`config.mk`:
```
export PLATFORM = sky130hd
export DESIGN_NAME = spi_master
export DESIGN_NICKNAME = d
export VERILOG_FILES = /design/src/rtl/spi_master.sv
export SDC_FILE = /design/constraint.sdc
export NUM_CORES = 1
export LEC_CHECK = 0
export ABC_AREA = 0
export ABC_CLOCK_PERIOD_IN_PS = 2700
export CORE_UTILIZATION = 30
export CTS_BUF_LIST = sky130_fd_sc_hd__clkbuf_8
export DETAILED_ROUTE_END_ITERATION = 8
export SLEW_MARGIN = 30
export SYNTH_ARGS = -nofsm -noshare
export SYNTH_HDL_FRONTEND = slang
export SYNTH_SLANG_ARGS = --single-unit
```
`constraint.sdc`:
```
create_clock -name clk -period 2.7 [get_ports clk]
set_clock_uncertainty 0.15 [all_clocks]
set_input_delay 0.405 -clock clk [delete_from_list [all_inputs] [get_ports clk]]
set_output_delay 0.405 -clock clk [all_outputs]
set_load 0.02 [all_outputs]
```
`src/rtl/spi_master.sv`:
```
// SPI master: WIDTH-bit frames, spi_clk half-period of DIV clk cycles, all four CPOL/CPHA modes.
// Define SPI_MASTER_LSB_FIRST_EN for LSB-first transfers; MSB first when undefined.
module spi_master #(
   parameter int unsigned WIDTH = 8,
   parameter int unsigned DIV   = 4
) (
   input  logic             clk,
   input  logic             rst,
   input  logic             ena,
   input  logic             spi_clk_polarity,
   input  logic             spi_clk_phase,
   input  logic             start,
   input  logic [WIDTH-1:0] bus_in,
   output logic [WIDTH-1:0] bus_out,
   output logic             tx,
   output logic             rx,
   output logic             busy,
   output logic             spi_clk,
   output logic             spi_ss,
   output logic             spi_out,
   input  logic             spi_in
);

   localparam int unsigned      CntW     = (DIV > 1) ? $clog2(DIV) : 1;
   localparam int unsigned      EdgeW    = $clog2(2 * WIDTH);
   localparam logic [CntW-1:0]  CntLast  = CntW'(DIV - 1);
   localparam logic [EdgeW-1:0] EdgeLast = EdgeW'(2 * WIDTH - 1);

   typedef enum logic [1:0] {StIdle, StLead, StShift, StTrail} state_e;

   state_e           state_q;
   logic [CntW-1:0]  cnt_q;
   logic [EdgeW-1:0] edge_q;
   logic [WIDTH-1:0] sh_q, rcv_q, bus_out_q;
   logic             cpol_q, cpha_q, spi_clk_q, spi_ss_q, tx_q, rx_q;

   logic             tick, lead_edge, last_edge, do_sample, do_shift;
   logic [WIDTH-1:0] sh_d, rcv_d;

   assign tick      = (cnt_q == CntLast);
   assign lead_edge = ~edge_q[0];
   assign last_edge = (edge_q == EdgeLast);
   // The edge type that does not sample shifts; CPHA=1 keeps the first bit on the first edge.
   assign do_sample = lead_edge ^ cpha_q;
   assign do_shift  = cpha_q ? (lead_edge && (edge_q != '0)) : (!lead_edge && !last_edge);

`ifdef SPI_MASTER_LSB_FIRST_EN
   assign sh_d    = {1'b0, sh_q[WIDTH-1:1]};
   assign rcv_d   = {spi_in, rcv_q[WIDTH-1:1]};
   assign spi_out = sh_q[0];
`else
   assign sh_d    = {sh_q[WIDTH-2:0], 1'b0};
   assign rcv_d   = {rcv_q[WIDTH-2:0], spi_in};
   assign spi_out = sh_q[WIDTH-1];
`endif

   assign bus_out = bus_out_q;
   assign tx      = tx_q;
   assign rx      = rx_q;
   assign busy    = (state_q != StIdle);
   assign spi_clk = spi_clk_q;
   assign spi_ss  = spi_ss_q;

   always_ff @(posedge clk) begin
      if (rst) begin
         state_q   <= StIdle;
         cnt_q     <= '0;
         edge_q    <= '0;
         sh_q      <= '0;
         rcv_q     <= '0;
         bus_out_q <= '0;
         cpol_q    <= 1'b0;
         cpha_q    <= 1'b0;
         spi_clk_q <= spi_clk_polarity;
         spi_ss_q  <= 1'b1;
         tx_q      <= 1'b0;
         rx_q      <= 1'b0;
      end else begin
         // Pulses last one cycle even if ena drops right after them.
         tx_q <= 1'b0;
         rx_q <= 1'b0;
         if (ena) begin
            unique case (state_q)
               StIdle: begin
                  spi_clk_q <= spi_clk_polarity;
                  if (start) begin
                     state_q  <= StLead;
                     sh_q     <= bus_in;
                     rcv_q    <= '0;
                     cpol_q   <= spi_clk_polarity;
                     cpha_q   <= spi_clk_phase;
                     spi_ss_q <= 1'b0;
                     tx_q     <= 1'b1;
                     cnt_q    <= '0;
                     edge_q   <= '0;
                  end
               end
               StLead: begin
                  if (tick) begin
                     state_q <= StShift;
                     cnt_q   <= '0;
                  end else begin
                     cnt_q <= cnt_q + CntW'(1);
                  end
               end
               StShift: begin
                  if (tick) begin
                     cnt_q     <= '0;
                     spi_clk_q <= ~spi_clk_q;
                     if (do_sample) rcv_q <= rcv_d;
                     if (do_shift) sh_q <= sh_d;
                     if (last_edge) begin
                        state_q   <= StTrail;
                        edge_q    <= '0;
                        spi_clk_q <= cpol_q;
                     end else begin
                        edge_q <= edge_q + EdgeW'(1);
                     end
                  end else begin
                     cnt_q <= cnt_q + CntW'(1);
                  end
               end
               StTrail: begin
                  if (tick) begin
                     state_q   <= StIdle;
                     cnt_q     <= '0;
                     spi_ss_q  <= 1'b1;
                     bus_out_q <= rcv_q;
                     rx_q      <= 1'b1;
                  end else begin
                     cnt_q <= cnt_q + CntW'(1);
                  end
               end
            endcase
         end
      end
   end

endmodule

```
==> flow_metrics.py <==
metrics = {
    "worst_setup_path": {
        "critPathBufInv": 3,
        "crit_type": "register to output port",
        "cpMaxStageDelayCell": "clkdlybuf4s50_1",
        "cp.arrival_ps": 1650,
        "crit_top_cell": "inv_1",
        "worstPathCellList": "inv_1, ha_1, inv_1, clkdlybuf4s50_1",
        "critPathLaunchType": "register",
        "critPathMaxFanout": 4,
        "cp_slowest_stage_delay_ps": 590,
        "critical_path.top_delay_family": "buffers and inverters",
        "cp_data_required_time_ps": 2140,
        "end_kind": "output port",
    },
    "floorplan": {
        "dieArea_um2": 6243,
        "core_um2": 5608,
        "die_h_um": 79.01,
        "pin_count": 29,
        "num_rows": 27,
        "die_w_um": 79.01,
        "initial_core_util_pct": 31.73,
    },
    "timing": {
        "setup_viol": 0,
        "fin_setup_tns_ps": 0,
        "tightestPinTransition_ps": 635.7,
        "finalMaxSlewViolations": 0,
        "post-route-period-util_pct": 81.54,
        "rsz0062_at_grt": "no",
        "fmax_mhz": 454.2,
        "fin_crit_ps": 2202,
        "timing.final.ws_setup_ps": 498.4,
        "slew_headroom_pct": 57.48,
        "worst_hold_slack_ps": 304.9,
        "hold_viol": 0,
    },
    "global_route": {
        "grt_pass1_vias": 1379,
        "grt_antenna_before_repair": 0,
        "grt.overflow.total": 0,
        "grtUsageTotal_pct": 13.10,
        "grt_pass1_wl_mm": 6.513,
        "grt_start_max_net_pins": 18,
    },
    "clocking": {
        "clk_latency_ps": 290,
        "cts_tree": "done",
        "cts_buffer_depth": 2,
        "clockRootBuffer": "clkbuf_8",
        "cts_resized": 0,
        "htree_levels": 2,
        "cts_hold_repair.buffers": 0,
        "cts.reportedPaths.clkPinSlew_ps": 80,
        "cts_buffers": 5,
        "cts_sinks": 38,
        "postCtsSetupRepairBufs": 0,
    },
    "cells_and_area": {
        "fin_util_pct": 40.43,
        "fin_area_um2": 2267,
        "drive_above_1_share_pct": 11.76,
        "instances_no_fill": 293,
        "fillers": 587,
        "n_antenna_cell": 0,
        "final_nets": 243,
        "areaGrowthSynthToFinish_pct": 27.43,
    },
    "routing": {
        "drt-initial-drc-count": 60,
        "viasPerCell": 4.939,
        "wl_mm": 3.687,
        "final_antenna_net_count": 0,
        "wl_per_cell_um": 12.58,
        "num_vias": 1447,
        "first_pass_iters": 4,
        "drc": 0,
    },
    "place": {
        "dpl_cell_area_um2": 2130,
        "dp.cells": 285,
        "place_hpwl_mm": 2.519,
        "place_congestion": 0.7318,
        "io_buffers": 28,
        "post-place-ws_ps": 498.7,
    },
    "power": {
        "p_total_mw": 1.457,
        "pwr-share-seq_pct": 42.1,
        "clockPowerShare_pct": 40.0,
        "total_leakage_power_nw": 0.8048,
        "ir_worst_vdd_v": 0.0002754,
        "p_sw_mw": 0.3763,
        "pwr-share-comb_pct": 17.9,
        "p_int_mw": 1.081,
        "swShare_pct": 25.83,
        "power.density_nw_per_um2": 642.6,
    },
    "flow_run": {
        "drv_cap": 0,
    },
    "synth": {
        "ys_ff_latch": 38,
        "synth-seq-area-share_pct": 43.32,
        "synth_mux_area_share_pct": 5.907,
        "synthArstFlopShare_pct": 0,
        "synth_edf_count": 1,
        "synthTopCellsByCount": "37 x dfxtp_1, 23 x nand2_1, 21 x a21oi_1",
        "synthCells": 191,
        "synth_compound_area_share_pct": 22.29,
        "synthDominantCellAreaShare_pct": 41.63,
        "yosysMostFrequentCell": "dfxtp_1",
        "mappedNetlistNets": 214,
        "synth_xor_area_share_pct": 0.4923,
        "yosys_warnings": 0,
        "synth_top_family_by_area": "compound AO/OA/AOI/OAI gates",
        "syn-mean-instance-area_um2": 9.315,
        "synth_area_leaders": "dfxtp_1 42%, a21oi_1 5.9%, ha_1 5.6%",
        "synth_ff_type": "dfxtp_1",
        "ys_types": 37,
        "yosys.area.top_type": "dfxtp_1",
        "synthAdderAreaFrac_pct": 5.626,
        "syn-cell-area_um2": 1779,
        "synth-simple-area-share_pct": 17.44,
    },
    "min_path": {
        "hold_class": "register to register",
    },
    "status": {
        "outcome": "complete, no violations",
    },
}
-- layout by cell type, fill, tap and decap left out, drive strengths merged, types with 2 or more instances in the layout --
| master | netlist | routed |
|---|---|---|
| or4 | 3 | 3 |
| mux2i | 9 | 9 |
| bufinv | 0 | 2 |
| o41ai | 2 | 2 |
| clkdlybuf4s50 | 0 | 28 |
| o21bai | 2 | 2 |
| and3 | 3 | 3 |
| a211oi | 7 | 7 |
| buf | 4 | 5 |
| dfxtp | 37 | 37 |
| o21ai | 4 | 4 |
| nor2 | 19 | 19 |
| ha | 8 | 8 |
| nand2b | 3 | 3 |
| a21oi | 21 | 21 |
| nand2 | 23 | 23 |
| nand3 | 5 | 5 |
| and2 | 2 | 2 |
| inv | 8 | 8 |
| clkbuf | 7 | 5 |
| a32oi | 8 | 8 |
| nand3b | 2 | 2 |
| a31oi | 2 | 2 |
-- final timing paths --
kind | end | slack (ps) | depth (start not counted) | from
min reg2reg | bus_out[4] | 300 | 2 | bus_out[4]
min | bus_out[4] | 300 | 2 | bus_out[4]
max | busy | 500 | 4 | state_q[0]
max reg2reg | sh_q[2] | 580 | 6 | state_q[0]
-- tightest hold or removal path, delay by kind of cell (launching register included) --
family | cells | cell delay (ps)
compound gates | 1 | 50
flops | 1 | 310
simple gates | 1 | 50
-- metal layers --
metal	vias up	wire length, um	global-route usage, %
met2	18	1562	19.57
li1	744	-	-
met3	5	98	3.448
met1	680	1968	17.93
met4	0	58	4.909
met5	-	0	0
-- kinds of logic (layout without fill, tap and decap cells) --
kind of cell             count (synthesis)  count (layout)
multiplexers                            10              10
AND/OR/NAND/NOR                         63              63
buffers and inverters                   19              49
flip-flops                              38              38
XOR/XNOR                                 1               1
adder cells (fa/ha/maj)                  8               8
AO/OA/AOI/OAI                           52              52
-- cell type report --
| type | instances | area [um2] | share of cell area [%] |
|---|---|---|---|
| Timing Repair Buffer | 33 | 317.8 | 14.02 |
| Tap cell | 72 | 90.09 | 3.974 |
| Clock buffer | 5 | 68.82 | 3.035 |
| Sequential cell | 38 | 770.7 | 34.00 |
| Clock inverter | 3 | 68.82 | 3.035 |
| Multi-Input combinational cell | 134 | 920.9 | 40.62 |
| Inverter | 8 | 30.03 | 1.325 |
-- power by group through the flow --
stage | logic [mW] | registers [mW] | clock network, mW
after floorplan | 0.188 | 0.629 | 0
after global placement | 0.261 | 0.626 | 0
after detailed placement | 0.262 | 0.625 | 0
after CTS | 0.264 | 0.613 | 0.599
after global routing | 0.291 | 0.617 | 0.623
final | 0.261 | 0.613 | 0.583
-- flip-flops by register name (all words and copies together) (netlist names) --
register,cells
spi_ss,1
rx,1
cpol_q,1
tx,1
rcv_q,8
cnt_q,2
state_q,2
bus_out,8
cpha_q,1
spi_clk,1
edge_q,4
sh_q,8
Power figures use the tool's default switching activity.
==> RTL change (same settings) <==
Register the outputs `busy` and `spi_out`, without a reset; this adds one clock of latency there. The other outputs are not delayed to match.
--- a/src/rtl/spi_master.sv
+++ b/src/rtl/spi_master.sv
@@ -52,5 +52,8 @@
    assign sh_d    = {sh_q[WIDTH-2:0], 1'b0};
    assign rcv_d   = {rcv_q[WIDTH-2:0], spi_in};
-   assign spi_out = sh_q[WIDTH-1];
+   always_ff @(posedge clk) begin
+      busy    <= (state_q != StIdle);
+      spi_out <= sh_q[WIDTH-1];
+   end
 `endif
 
@@ -58,5 +61,4 @@
    assign tx      = tx_q;
    assign rx      = rx_q;
-   assign busy    = (state_q != StIdle);
    assign spi_clk = spi_clk_q;
    assign spi_ss  = spi_ss_q;
Behaviour: not the same (Yosys sat finds a counterexample within 4 cycles, from zero or initial values and one cycle with rst high).
==> RTL change against the unedited design <==
- worst setup slack gained 180 ps
- count of clock-buffer cells in the layout is the same
- highest routed layer unchanged
- synthesized area grew 2.3%
- cell area is essentially flat
- core utilization shrank 0.50 points
- sequential cell count grew 2
- maximum frequency grew 8.9%
- wire length grew 2.7%
- total power shrank 4.1%
- largest power group unchanged
==> RTL change: results (changes against the unedited design) <==
Outcome: finished clean
Vias in the first global route: 1,371 (-0.58%)
First-pass detailed-route iteration total: 4 (unchanged)
Synth Area in XOR/XNOR: 0.481% (-0.011 points)
Post-synth top cells: dfxtp_1 (39), nand2_1 (23), a21oi_1 (21)
Clock Path Buffers: 2 (unchanged)
Relative slew slack: 67.9% (+10 points)
GP Congestion: 0.741 (+1.3%)
Antenna diode count: 0 (unchanged)
Clk Latency, worst-skew pair: 290 ps (about the same)
Port Buf Inserts: 28 (unchanged)
Synth area leaders: dfxtp_1 (43%), a21oi_1 (5.8%), ha_1 (5.5%)
Post-synth EDFFs: 1 (unchanged)
Resized cells post-CTS: 0 (unchanged)
Critical path launch point type: flip-flop
Mapped Nets: 216 (+0.93%)
CTS H-Tree Depth: 2 (unchanged)
Filler cell count: 590 (+0.51%)
Ys Warns: 0 (unchanged)
First-pass GRT wire length: 6350 µm (-2.5%)
Reg2Reg Launch Point: state_q[0]
Root Buffer: clkbuf_8
Portion of netlist area occupied by mux cells: 5.78% (-0.13 points)
Worst Hold Class: flip-flop to flip-flop
Layout Nets: 243 (unchanged)
Slowest cell on crit path: and3_1
Sequential element share of the synthesized area: 44.6% (+1.2 points)
Max VDD drop: 0.262 mV (-5.0%)
HP Start: sh_q[7]
Largest net degree at the start of global routing: 44 (+26)
Num CTS Buffers: 5 (unchanged)
Post-synthesis adder-cell area fraction: 5.50% (-0.12 points)
Post-Place Cell Area: 0.00215 mm² (+1.2%)
Post-DP HPWL: 2580 µm (+2.5%)
CTS clk-pin slew, worst paths: 80 ps (about the same)
Area fraction in compound gates after synthesis: 21.8% (-0.49 points)
Detailed-route wire length: 3790 µm (+2.7%)
Via count: 1,456 (+0.62%)
Dominant delay contributor by cell family on the critical path: simple AND/OR/NAND/NOR gates
Overall Global Routing Usage: 13.0% (-0.13 points)
Postcts setup bufs: 0 (unchanged)
Initial antenna violation count: 0 (unchanged)
Leakage power: 0.797 nW (-0.90%)
Netlist cell types: 37 (unchanged)
Layout cell share with drive strength beyond 1: 10.9% (-0.90 points)
Number of DRC markers in iteration 0: 38 (-37%)
Asr flop ratio synth: 0% (unchanged)
Largest stage delay, worst path: 390 ps (-200 ps)
Post-Place Setup Slack: 501 ps (+2.34 ps)
Worst-path fanout max: 9 (+5)
Switching share of power: 27.1% (+1.3 points)
RTL change: worst paths after layout:
| kind | end | slack [ps] | cells after the start |
|---|---|---|---|
| worst max-delay path | sh_q[1] | 680 | 6 |
| worst min-delay path | spi_out | 210 | 0 |
| worst max register to register | sh_q[1] | 680 | 6 |
| worst min register to register | spi_out | 210 | 0 |
RTL change: power groups by stage:
stage                     Sequential, mW  Clock (mW)  Combinational [mW]
after floorplan                    0.672           0               0.183
after global placement             0.665           0               0.259
after detailed placement           0.665           0               0.263
after CTS                          0.651       0.505               0.264
after global routing               0.656       0.530               0.285
final                              0.650       0.485               0.262
RTL change: cell type report:
| type | count | area, µm² | area share [%] |
|---|---|---|---|
| clock inverter | 3 | 42.5 | 1.88 |
| clock buffer | 5 | 68.8 | 3.04 |
| inverter | 8 | 30.0 | 1.33 |
| tap | 72 | 90.1 | 3.98 |
| multi-input combinational | 134 | 921 | 40.6 |
| timing repair buffer | 31 | 303 | 13.4 |
| sequential | 40 | 811 | 35.8 |
RTL change: kinds of logic (layout without fill, tap and decap cells):
family                   count (synthesis)  in the layout
flip-flops                              40             40
buffers and inverters                   19             47
XOR/XNOR                                 1              1
multiplexers                            10             10
AO/OA/AOI/OAI                           52             52
AND/OR/NAND/NOR                         63             63
adder cells (fa/ha/maj)                  8              8
RTL change: stage by stage:
step	power, mW	std cells
6_report	1.40	293
5_1_grt	1.47	293
4_1_cts	1.42	293
3_5_place_dp	0.927	285
3_3_place_gp	0.924	285
2_1_floorplan	0.854	193
RTL change: layer usage:
metal,routed length (µm),track usage (%),vias to the layer above
met5,0,0,-
met4,58,5.36,0
met3,202,3.66,5
met2,1680,20.3,30
met1,1840,16.7,675
li1,-,-,746
